[src/rtl/regfile_wb_arb.sv]
// regfile_wb_arb: register-file writeback arbiter between the pipeline (A,
// never back-pressured) and a long-latency unit (B, buffered in one entry).
// Optional starvation guard: define REGFILE_WB_STARVE_EN to count cycles a
// buffered B write is blocked by A and force a one-slot pipeline stall.
module regfile_wb_arb #(
  parameter int unsigned STARVE_MAX = 4
) (
  input  logic        clk,
  input  logic        rst_n,
  input  logic        a_valid,
  input  logic [4:0]  a_addr,
  input  logic [31:0] a_data,
  input  logic        b_valid,
  input  logic [4:0]  b_addr,
  input  logic [31:0] b_data,
  output logic        b_ready,
  output logic        stall_o,
  output logic        wen_o,
  output logic [4:0]  waddr_o,
  output logic [31:0] wdata_o,
  output logic        b_pend_o,
  output logic [4:0]  b_pend_addr_o
);

  if (STARVE_MAX < 1 || STARVE_MAX > 15) begin : g_bad_starve_max
    $error("STARVE_MAX must be in 1..15");
  end

  typedef enum logic [1:0] {IDLE, PEND, STALL} state_e;

  state_e      state_q, state_d;
  logic        full_q, full_d;
  logic [4:0]  addr_q, addr_d;
  logic [31:0] data_q, data_d;
  logic        accept, drain, starve_hit;

  // B is taken whenever the buffer is empty or is draining this cycle.
  assign b_ready = ~full_q | ~a_valid;
  assign accept  = b_valid & b_ready;
  assign drain   = full_q & ~a_valid;

  assign b_pend_o      = full_q;
  assign b_pend_addr_o = addr_q;

`ifdef REGFILE_WB_STARVE_EN
  localparam logic [3:0] STARVE_LAST = 4'(STARVE_MAX - 1);

  logic [3:0] cnt_q, cnt_d;

  // Wait counter: counts blocked PEND cycles, cleared outside PEND or on drain.
  always_comb begin
    cnt_d = cnt_q;
    if (drain || state_q != PEND) begin
      cnt_d = '0;
    end else if (a_valid) begin
      cnt_d = cnt_q + 4'd1;
    end
  end

  // Wait counter register.
  always_ff @(posedge clk or negedge rst_n) begin
    if (!rst_n) begin
      cnt_q <= '0;
    end else begin
      cnt_q <= cnt_d;
    end
  end

  assign starve_hit = (state_q == PEND) & a_valid & (cnt_q == STARVE_LAST);
  assign stall_o    = (state_q == STALL);
`else
  assign starve_hit = 1'b0;
  assign stall_o    = 1'b0;
`endif

  // Write port mux: A has priority, then the buffer; r0 writes are dropped.
  always_comb begin
    wen_o   = 1'b0;
    waddr_o = '0;
    wdata_o = '0;
    if (a_valid) begin
      wen_o   = (a_addr != 5'd0);
      waddr_o = a_addr;
      wdata_o = a_data;
    end else if (full_q) begin
      wen_o   = (addr_q != 5'd0);
      waddr_o = addr_q;
      wdata_o = data_q;
    end
  end

  // Buffer next-state: a fresh accept overrides a same-cycle drain.
  always_comb begin
    full_d = full_q;
    addr_d = addr_q;
    data_d = data_q;
    if (accept) begin
      full_d = 1'b1;
      addr_d = b_addr;
      data_d = b_data;
    end else if (drain) begin
      full_d = 1'b0;
      addr_d = '0;
      data_d = '0;
    end
  end

  // FSM next-state: tracks buffer occupancy and the forced-stall condition.
  always_comb begin
    state_d = state_q;
    unique case (state_q)
      IDLE: begin
        if (accept) state_d = PEND;
      end
      PEND: begin
        if (drain)           state_d = accept ? PEND : IDLE;
        else if (starve_hit) state_d = STALL;
      end
      STALL: begin
        if (drain) state_d = accept ? PEND : IDLE;
      end
      default: state_d = IDLE;
    endcase
  end

  // State and buffer registers.
  always_ff @(posedge clk or negedge rst_n) begin
    if (!rst_n) begin
      state_q <= IDLE;
      full_q  <= 1'b0;
      addr_q  <= '0;
      data_q  <= '0;
    end else begin
      state_q <= state_d;
      full_q  <= full_d;
      addr_q  <= addr_d;
      data_q  <= data_d;
    end
  end

endmodule
[config.mk]
export PLATFORM = sky130hd
export DESIGN_NAME = regfile_wb_arb
export DESIGN_NICKNAME = d
export VERILOG_FILES = /design/src/rtl/regfile_wb_arb.sv
export SDC_FILE = /design/constraint.sdc
export NUM_CORES = 1
export LEC_CHECK = 0
export CAP_MARGIN = 20
export CORE_ASPECT_RATIO = 2
export CORE_MARGIN = 2
export CORE_UTILIZATION = 38
export DETAILED_ROUTE_END_ITERATION = 7
export DONT_BUFFER_PORTS = 1
export GPL_ROUTABILITY_DRIVEN = 0
export PLACE_DENSITY_LB_ADDON = 0.08
export SLEW_MARGIN = 20
export SYNTH_ARGS = -nofsm -noshare
export SYNTH_HDL_FRONTEND = slang
export SYNTH_SLANG_ARGS = --single-unit
[constraint.sdc]
create_clock -name clk -period 1.85 [get_ports clk]
set_clock_uncertainty 0.05 [all_clocks]
set_input_delay 0.37 -clock clk [delete_from_list [all_inputs] [get_ports clk]]
set_output_delay 0.37 -clock clk [all_outputs]
set_load 0.01 [all_outputs]
==> flow_metrics.env <==
export IMPL_required_ns=1.43
export IMPL_final_area_um2=1970
export IMPL_die_h_um=101
export IMPL_root_buffer="clkbuf_8"
export IMPL_rows=35
export IMPL_worstSkewPairLatency_ns=0.28
export IMPL_p_leak_nw=0.898
export IMPL_status="finished with violations"
export IMPL_avgSynthCellArea_um2=12.8
export IMPL_setup_ws_ns=-0.0731
export IMPL_seq_area_frac_synth=0.531
export IMPL_layout_common_cells="74 x a22o_1, 36 x dfrtp_1, 5 x clkbuf_8"
export IMPL_end_kind="output pin"
export IMPL_overflow=0
export IMPL_cts_tree="yes"
export IMPL_syn_to_final_growth_pct=9.85
export IMPL_vdd_drop_max_v=0.000581
export IMPL_place_area_um2=1820
export IMPL_slowest_stage="or4_1"
export IMPL_hold_slack_ns=0.143
export IMPL_core_area_um2=4550
export IMPL_cts_buffer_depth=2
export IMPL_mostFrequentLayoutCell="a22o_1"
export IMPL_numCtsBuffers=5
export IMPL_finalMaxSlewViolations=0
export IMPL_rsz0062_at_grt="yes"
export IMPL_syn_inst=140
export IMPL_port_buffers=0
export IMPL_multi_input_area_um2=727
export IMPL_worstSetupStartpointType="register"
export IMPL_hp_class="in2reg"
export IMPL_dpl_hpwl_um=3050
export IMPL_yosysWarnings=0
export IMPL_grt_pass1_vias=1342
export IMPL_period_needed_ns=1.92
export IMPL_synth_net_count=218
export IMPL_cp_top_family="simple AND/OR/NAND/NOR gates"
export IMPL_synthDistinctLibCells=16
export IMPL_ys_seq_elements=38
export IMPL_failed_checks="negative setup slack"
export IMPL_use_met3=0.0593
export IMPL_n_fill_cell=440
export IMPL_grt_busiest_layer="met2"
export IMPL_cts_sinks=38
export IMPL_vias_per_cell=6.65
export IMPL_pre_cts_slack_ns=0.236
export IMPL_crit_fanout=4
export IMPL_drtIter0Drc=22
export IMPL_power_density_nw_per_um2=1030
export IMPL_die_area_um2=5310
export IMPL_cp_arrival_ns=1.50
export IMPL_ios=124
export IMPL_dr_pass1_iters=4
export IMPL_max_cap_viol_count=0
export IMPL_crit_path_max_incr_delay_ns=0.54
export IMPL_grt_first_pass_wirelength_um=6470
export IMPL_clk_pin_slew_ns=0.07
export IMPL_path_cells="or4_1 -> o21ai_1 -> nand2_1"
export IMPL_postRouteAntennaNets=0
export IMPL_synth_largest_type_area_fraction=0.531
export IMPL_final_nets=216
export IMPL_wire_per_inst_um=22.8
export IMPL_initial_utilization=0.393
export IMPL_vias=1290
export IMPL_drt_total_wl_um=4420
export IMPL_path_class="reg2out"
export IMPL_grt_max_degree=41
export IMPL_route_detailed_drc=0
export IMPL_grt_usage=0.166
export IMPL_fmax_mhz=520
export IMPL_htreeDepth=2
export IMPL_finalSetupViolations=1
export IMPL_die_width_um=52.5
export IMPL_use_met1=0.174
export IMPL_min_period_over_period=1.04
export IMPL_cp_num_buf_inv=0
export IMPL_n_antenna_cell=0
export IMPL_yosysTopAreaCell="dfrtp_1"
export IMPL_synthTopCellsByArea="dfrtp_1 53%, a22o_1 36%, buf_6 2.5%"
export IMPL_grt_met2_usage=0.287
export IMPL_layout_drive_gt1_share=0.129
export IMPL_hold_violations=0
export IMPL_antenna_found_initial=0
export IMPL_seq_area_um2=953
export IMPL_syn_cell_area_um2=1790
[stage by stage]
stage	total power, W	utilization	TNS [ns]	cells
after global placement	0.00134	0.400	0	184
after floorplan	0.00129	-	0	140
after CTS	0.00208	0.431	-0.0832	194
after detailed placement	0.00134	0.400	0	184
final	0.00203	0.432	-0.0731	194
after global routing	0.00215	0.432	-0.119	194
[Yosys cell counts]
library cell  instances
o21ai_0               1
dfrtp_1              38
a21oi_4               1
and2_1                1
a22o_1               74
buf_2                 4
conb_1                1
nand2_1               2
nand2b_1              1
inv_1                 1
or4_1                 2
buf_6                 4
nor2b_2               1
o21ai_1               1
clkbuf_1              3
buf_4                 5
[timing repair]
action                                  CTS  global route
hold buffers                              2             0
pin swaps                                 2             1
hold endpoints to repair                 38             0
gates resized for setup                   1             2
endpoints found under the setup margin    6            38
buffers inserted                          0             0
[layer usage]
metal | part of all wire | up-vias
met4 | 0.017 | 0
li1 | - | 554
met1 | 0.34 | 647
met2 | 0.55 | 84
met3 | 0.094 | 5
met5 | 0 | -
[power breakdown]
group	internal (W)	switching (W)	leakage (nW)	total, W
clock network	0.000397	0.000287	0.0579	0.000684
logic	0.000170	0.000177	0.365	0.000346
registers	0.000930	0.0000736	0.475	0.00100
total	0.00150	0.000538	0.898	0.00203
[final timing paths]
path                            cells after the start          endpoint             start  slack, ns
min in group asynchronous                           2  b_pend_addr_o[0]             rst_n       0.50
max in group asynchronous                           2          b_pend_o             rst_n       1.04
worst max-delay path                                3             wen_o  b_pend_addr_o[2]      -0.07
worst min register to register                      1        data_q[19]        data_q[19]       0.46
worst max register to register                      4         data_q[5]          b_pend_o       0.28
worst min-delay path                                1          b_pend_o           b_valid       0.14
[layout make-up]
cell class | count | share of cell area
sequential | 38 | 0.485
multi-input combinational | 85 | 0.370
timing repair buffer | 7 | 0.0534
clock buffer | 5 | 0.0350
tap | 55 | 0.0350
clock inverter | 3 | 0.0204
inverter | 1 | 0.00191
[registers in the layout, summed over array words and instances, names as in the netlist]
signal	count
b_pend_o	1
data_q	32
b_pend_addr_o	5
[cells by family after synthesis]
family / Yosys count / synth area share
compound gates: 77 / 0.377
buf+inv: 17 / 0.0657
flops: 38 / 0.531
other cells: 1 / 0.00209
simple gates: 7 / 0.0245
Power figures use the tool's default switching activity.
